--- src/rtl/arb_mux16.sv ---
// -----------------------------------------------------------------------------
// arb_mux16
//
// Two-requester arbiter in front of a single-word output register. Each cycle
// the output register may take a new word ("load") when it is empty or when
// its held word is being consumed downstream. Ties between A and B are broken
// round-robin (FIXED_PRIORITY = 0) or always in favour of A (FIXED_PRIORITY = 1).
//
// Parameters
//   FIXED_PRIORITY : 0 = round-robin tie-break, 1 = A always wins ties
//
// Ports
//   clk       in   single clock, rising edge
//   rst_n     in   asynchronous active-low reset
//   reqA      in   A has a valid word on inA
//   inA       in   [15:0] A data
//   ackA      out  A's word is captured at this edge
//   reqB      in   B has a valid word on inB
//   inB       in   [15:0] B data
//   ackB      out  B's word is captured at this edge
//   out       out  [15:0] registered selected word
//   outValid  out  out holds an unconsumed word
//   outReady  in   downstream accepts out at this edge
//   select    out  source of the held word: 0 = A, 1 = B
// -----------------------------------------------------------------------------
module arb_mux16 #(
    parameter int FIXED_PRIORITY = 0
) (
    input  logic        clk,
    input  logic        rst_n,
    input  logic        reqA,
    input  logic [15:0] inA,
    output logic        ackA,
    input  logic        reqB,
    input  logic [15:0] inB,
    output logic        ackB,
    output logic [15:0] out,
    output logic        outValid,
    input  logic        outReady,
    output logic        select
);

    typedef enum logic [1:0] {
        EMPTY  = 2'd0,
        FULL_A = 2'd1,
        FULL_B = 2'd2
    } state_t;

    state_t      state, state_nxt;
    logic        last_served;      // 0 = A served last, 1 = B served last
    logic        last_served_nxt;
    logic [15:0] out_nxt;
    logic        select_nxt;
    logic        load;
    logic        win_valid;
    logic        win_b;            // winner identity when win_valid: 0 = A, 1 = B

    assign outValid = (state != EMPTY);

    // NOTE: every signal driven here gets a default first, so no path through
    // the case/if chain can leave one unassigned and infer a latch.
    always_comb begin
        state_nxt       = state;
        last_served_nxt = last_served;
        out_nxt         = out;
        select_nxt      = select;
        win_valid       = 1'b0;
        win_b           = 1'b0;
        ackA            = 1'b0;
        ackB            = 1'b0;

        load = (state == EMPTY) || (outValid && outReady);

        unique case ({reqA, reqB})
            2'b10: begin
                win_valid = 1'b1;
                win_b     = 1'b0;
            end
            2'b01: begin
                win_valid = 1'b1;
                win_b     = 1'b1;
            end
            2'b11: begin
                win_valid = 1'b1;
                // Round-robin grants whoever was not served last.
                win_b     = (FIXED_PRIORITY != 0) ? 1'b0 : ~last_served;
            end
            default: begin
                win_valid = 1'b0;
            end
        endcase

        if (load) begin
            if (win_valid) begin
                state_nxt       = win_b ? FULL_B : FULL_A;
                out_nxt         = win_b ? inB : inA;
                select_nxt      = win_b;
                last_served_nxt = win_b;
            end else begin
                // out and select deliberately keep their last values.
                state_nxt = EMPTY;
            end
        end

        // Acks are qualified by rst_n so none is issued while reset is held,
        // even though the register reads EMPTY and would otherwise load.
        ackA = rst_n && load && win_valid && !win_b;
        ackB = rst_n && load && win_valid &&  win_b;
    end

    // NOTE: sequential state uses non-blocking assignments so every register
    // samples the pre-edge value of the others.
    always_ff @(posedge clk or negedge rst_n) begin
        if (!rst_n) begin
            state       <= EMPTY;
            out         <= 16'h0000;
            select      <= 1'b0;
            last_served <= 1'b1;   // B served "last" so the first tie goes to A
        end else begin
            state       <= state_nxt;
            out         <= out_nxt;
            select      <= select_nxt;
            last_served <= last_served_nxt;
        end
    end

endmodule

--- config.mk ---
export PLATFORM = sky130hd
export DESIGN_NAME = arb_mux16
export DESIGN_NICKNAME = d
export VERILOG_FILES = /design/src/rtl/arb_mux16.sv
export SDC_FILE = /design/constraint.sdc
export NUM_CORES = 1
export LEC_CHECK = 0
export BUFFER_PORTS_ARGS = -buffer_cell sky130_fd_sc_hd__buf_2
export CAP_MARGIN = 40
export CORE_ASPECT_RATIO = 0.9
export CORE_MARGIN = 10
export CORE_UTILIZATION = 34
export DETAILED_ROUTE_END_ITERATION = 12
export MAX_ROUTING_LAYER = met4
export PLACE_DENSITY = 0.67
export SLEW_MARGIN = 10
export SYNTH_ARGS = -nofsm -noshare
export SYNTH_HDL_FRONTEND = slang
export SYNTH_SLANG_ARGS = --single-unit
--- constraint.sdc ---
create_clock -name clk -period 1.9 [get_ports clk]
set_clock_uncertainty 0.15 [all_clocks]
set_input_delay 0 -clock clk [delete_from_list [all_inputs] [get_ports clk]]
set_output_delay 0 -clock clk [all_outputs]
set_load 0.02 [all_outputs]
==> out/qor.tcl <==
set qor(tightestPinTransition_ns) 0.433
set qor(cts.sinks) 20
set qor(route.final.wire_length_mm) 3.72
set qor(slowest_delay_ns) 0.59
set qor(p_int_w) 0.000984
set qor(timing.slew.headroom_pct) 71.1
set qor(cp_data_required_time_ns) 1.99
set qor(part_of_the_cycle_the_worst_path_needs_pct) 93.4
set qor(synth_area_um2) 998
set qor(worstHoldPathCells) 3
set qor(share_seq_of_total_power_pct) 39.8
set qor(io_buffer_count) 56
set qor(netlist.top_cell.by_area) {sky130_fd_sc_hd__dfrtp_1}
set qor(antenna_violations_before_repair) 1
set qor(grt_pass1_wl_mm) 6.00
set qor(drt-pass1-iter-count) 4
set qor(r2r-end) {state[0]$_DFFE_PN0P_}
set qor(outcome) {complete, no violations}
set qor(cts_tree) {yes}
set qor(detailroute.via_count) 1103
set qor(finalSetupViolCount) 0
set qor(final_hold_viol_count) 0
set qor(drt-wirelength-per-cell_um) 17.4
set qor(yosysTopAreaCellShare_pct) 47.6
set qor(fin_setup_tns_ns) 0
set qor(worst_hold_slack_ns) 0.0336
set qor(synth-seq-area-share_pct) 50.3
set qor(ys_warn_count) 0
set qor(slowest_stage) {sky130_fd_sc_hd__dfstp_2}
set qor(switchingPower_w) 0.000561
set qor(syn-instance-count) 78
set qor(critical_path.startpoint_type) {flop}
set qor(hold_class) {input port to flop}
set qor(htree_num_levels) 1
set qor(share_of_final_layout_standard_cells_stronger_than_drive_strength_1_pct) 42.8
set qor(globalRouteOverflowTotal) 0
set qor(power_frac_comb_pct) 44.0
set qor(slew_viols_final) 0
set qor(static_leak_nw) 0.779
set qor(end_kind) {flop}
set qor(die_height_um) 71.4
set qor(crit_path_max_fanout) 6
set qor(area_growth_pct) 70.9
set qor(worst_hold_startpoint) {reqB}
set qor(initial_utilization_pct) 36.0
set qor(cts_inserted_buffers) 3
set qor(avgViaCountPerCell) 5.15
set qor(critPathKind) {flop to flop}
set qor(cp_top_family) {flip-flops}
set qor(yosys-top-cells-area) {sky130_fd_sc_hd__dfrtp_1 48%, sky130_fd_sc_hd__o32ai_1 14%, sky130_fd_sc_hd__a2bb2oi_1 13%}
set qor(r2r_slack_ns) 0.13
set qor(first_global_vias) 1215
set qor(postSynthRegisterBits) 20
set qor(detail_route.drc_violations) 0
set qor(groute.usage.overall_pct) 13.7
set qor(grt_start_max_net_pins) 21
set qor(dpl.hpwl_mm) 2.44
set qor(floorplan.core_area_um2) 2770
set qor(final_antenna_violating_net_count) 0
set qor(cts-root-to-sink-buffers) 2
set qor(drt-initial-drc-count) 85
set qor(io_pins) 57
set qor(mappedNetlistNets) 115
set qor(layout.nets) 211
set qor(synth_area_per_cell_um2) 12.8
set qor(clock_insertion_delay_worst_skew_ns) 0.29
set qor(r2r.worst_path.cells) 4
set qor(placementRows) 18
set qor(synth.lib_cells_used.distinct) 24
set qor(regToRegStartpoint) {last_served$_DFFE_PN1P_}
set qor(critical_path.n_buffers_inverters) 1
set qor(cp-startpoint) {last_served$_DFFE_PN1P_}
set qor(dieWidth_um) 77.1
set qor(power.share.clock_pct) 16.2
set qor(path_cells) {nor2b_4, or2b_1, o21bai_1, dlygate4sd3_1}
set qor(routabilityCongestion) 0.769
set qor(grt_setup_unrepaired) {no}
set qor(timing.final.crit_period_ns) 1.77
set qor(cellPowerDensity_nw_per_um2) 905
set qor(max_cap_violations) 0
set qor(worst_ep_arrival_time_ns) 1.86
set qor(fmaxAchievable_ghz) 0.564
set qor(net_switching_share_of_the_total_power_pct) 36.3
set qor(timing.hold.worst_endpoint) {last_served$_DFFE_PN1P_}
set qor(clock_transition_at_path_regs_ns) 0.11
set qor(largest_vdd_supply_drop_mv) 0.474
set qor(die_area_um2) 5510
set qor(clk_root_buffer_cell) {sky130_fd_sc_hd__clkbuf_4}
[worst max path at each step]
stage / endpoint / cells after the start
2_1_floorplan: out[10]$_DFFE_PN0P_ / 5
3_3_place_gp: out[4]$_DFFE_PN0P_ / 3
3_5_place_dp: out[8]$_DFFE_PN0P_ / 4
4_1_cts: state[0]$_DFFE_PN0P_ / 4
5_1_grt: ackB / 4
6_report: state[0]$_DFFE_PN0P_ / 4
[through the flow]
| stage | total power (W) | utilization [%] | worst slack (ns) | std cells | area [µm²] |
|---|---|---|---|---|---|
| final | 0.00154 | 61.6 | 0.125 | 214 | 1710 |
| after global routing | 0.00163 | 61.6 | 0.0646 | 214 | 1710 |
| after CTS | 0.00153 | 60.7 | 0.0784 | 210 | 1680 |
| after detailed placement | 0.00122 | 46.4 | 0.306 | 170 | 1280 |
| after global placement | 0.00120 | 46.4 | 0.377 | 170 | 1280 |
| after floorplan | 0.00103 | - | 0.478 | 78 | 998 |
[cells in the final DEF (no fill, tap or decap)]
master                          instances
sky130_fd_sc_hd__a21bo_1                1
sky130_fd_sc_hd__a22o_1                 1
sky130_fd_sc_hd__a2bb2oi_1             15
sky130_fd_sc_hd__buf_2                 56
sky130_fd_sc_hd__buf_4                  7
sky130_fd_sc_hd__clkbuf_4               3
sky130_fd_sc_hd__clkbuf_8               1
sky130_fd_sc_hd__dfrtp_1               19
sky130_fd_sc_hd__dfstp_2                1
sky130_fd_sc_hd__diode_2                1
sky130_fd_sc_hd__dlygate4sd3_1         36
sky130_fd_sc_hd__inv_1                  1
sky130_fd_sc_hd__inv_2                  1
sky130_fd_sc_hd__nand2_1                2
sky130_fd_sc_hd__nor2_1                 2
sky130_fd_sc_hd__nor2b_1                2
sky130_fd_sc_hd__nor2b_4                1
sky130_fd_sc_hd__o21a_4                 1
sky130_fd_sc_hd__o21bai_1               2
sky130_fd_sc_hd__o21bai_2               1
sky130_fd_sc_hd__o2bb2a_4               1
sky130_fd_sc_hd__o2bb2ai_1              1
sky130_fd_sc_hd__o32ai_1               16
sky130_fd_sc_hd__or2_2                  1
sky130_fd_sc_hd__or2b_1                 1
[worst min-delay path: cells and delay by family]
kind,cells,cell delay (ns)
AOI/OAI and AO/OA,1,0.21
buffers and inverters,1,0.13
and+or+nand+nor,1,0.15
[timing repair]
action	CTS	global route
endpoints found under the hold margin	40	0
hold buffers	36	0
resized for setup	0	0
endpoints found under the setup margin	0	1
buffers inserted	0	3
[synthesized netlist by cell type]
cell type / instances
sky130_fd_sc_hd__inv_1: 1
sky130_fd_sc_hd__buf_2: 1
sky130_fd_sc_hd__buf_12: 1
sky130_fd_sc_hd__a22o_1: 1
sky130_fd_sc_hd__buf_6: 2
sky130_fd_sc_hd__o21bai_2: 1
sky130_fd_sc_hd__a21bo_1: 1
sky130_fd_sc_hd__o2bb2a_4: 1
sky130_fd_sc_hd__a2bb2oi_1: 15
sky130_fd_sc_hd__o21bai_1: 2
sky130_fd_sc_hd__o21a_4: 1
sky130_fd_sc_hd__o32ai_1: 16
sky130_fd_sc_hd__dfrtp_1: 19
sky130_fd_sc_hd__or2b_1: 1
sky130_fd_sc_hd__dfstp_2: 1
sky130_fd_sc_hd__nand2_1: 2
sky130_fd_sc_hd__buf_4: 3
sky130_fd_sc_hd__nor2b_1: 2
sky130_fd_sc_hd__nor2_1: 2
sky130_fd_sc_hd__o2bb2ai_1: 1
sky130_fd_sc_hd__or2_2: 1
sky130_fd_sc_hd__clkbuf_1: 1
sky130_fd_sc_hd__inv_2: 1
sky130_fd_sc_hd__nor2b_4: 1
[cells by family (layout without fill, tap and decap cells)]
| logic type | count (synthesis) | count (layout) | synth area share (%) |
|---|---|---|---|
| AO/OA/AOI/OAI | 39 | 39 | 36.1 |
| other | 0 | 1 | 0 |
| AND/OR/NAND/NOR | 9 | 9 | 5.51 |
| buffers and inverters | 10 | 105 | 8.14 |
| flip-flops | 20 | 20 | 50.3 |
[sequential cells by signal (all words and copies together), names as in the netlist]
| register | flops |
|---|---|
| state | 2 |
| out | 16 |
| select | 1 |
| last_served | 1 |
[metal layers]
layer  track usage (%)  vias to the layer above  share of wire (%)
met2              24.4                       49                 51
met4              4.25                        0                2.4
met5                 -                        -                  0
li1                  -                      507                  -
met3              3.12                       10                5.1
met1              15.0                      537                 41
[layout make-up]
class	count	area [µm²]
Antenna cell	1	2.50
Clock buffer	4	36.3
Fill cell	222	1060
Inverter	2	7.51
Multi-Input combinational cell	48	415
Sequential cell	20	502
Tap cell	40	50.0
Timing Repair Buffer	99	693
[power groups by stage]
| stage | clock (W) | combinational (W) | sequential [W] |
|---|---|---|---|
| after detailed placement | 0 | 0.000601 | 0.000616 |
| final | 0.000251 | 0.000679 | 0.000615 |
| after CTS | 0.000255 | 0.000661 | 0.000613 |
| after floorplan | 0 | 0.000297 | 0.000728 |
| after global placement | 0 | 0.000588 | 0.000612 |
| after global routing | 0.000272 | 0.000732 | 0.000630 |
Power figures use the tool's default switching activity.
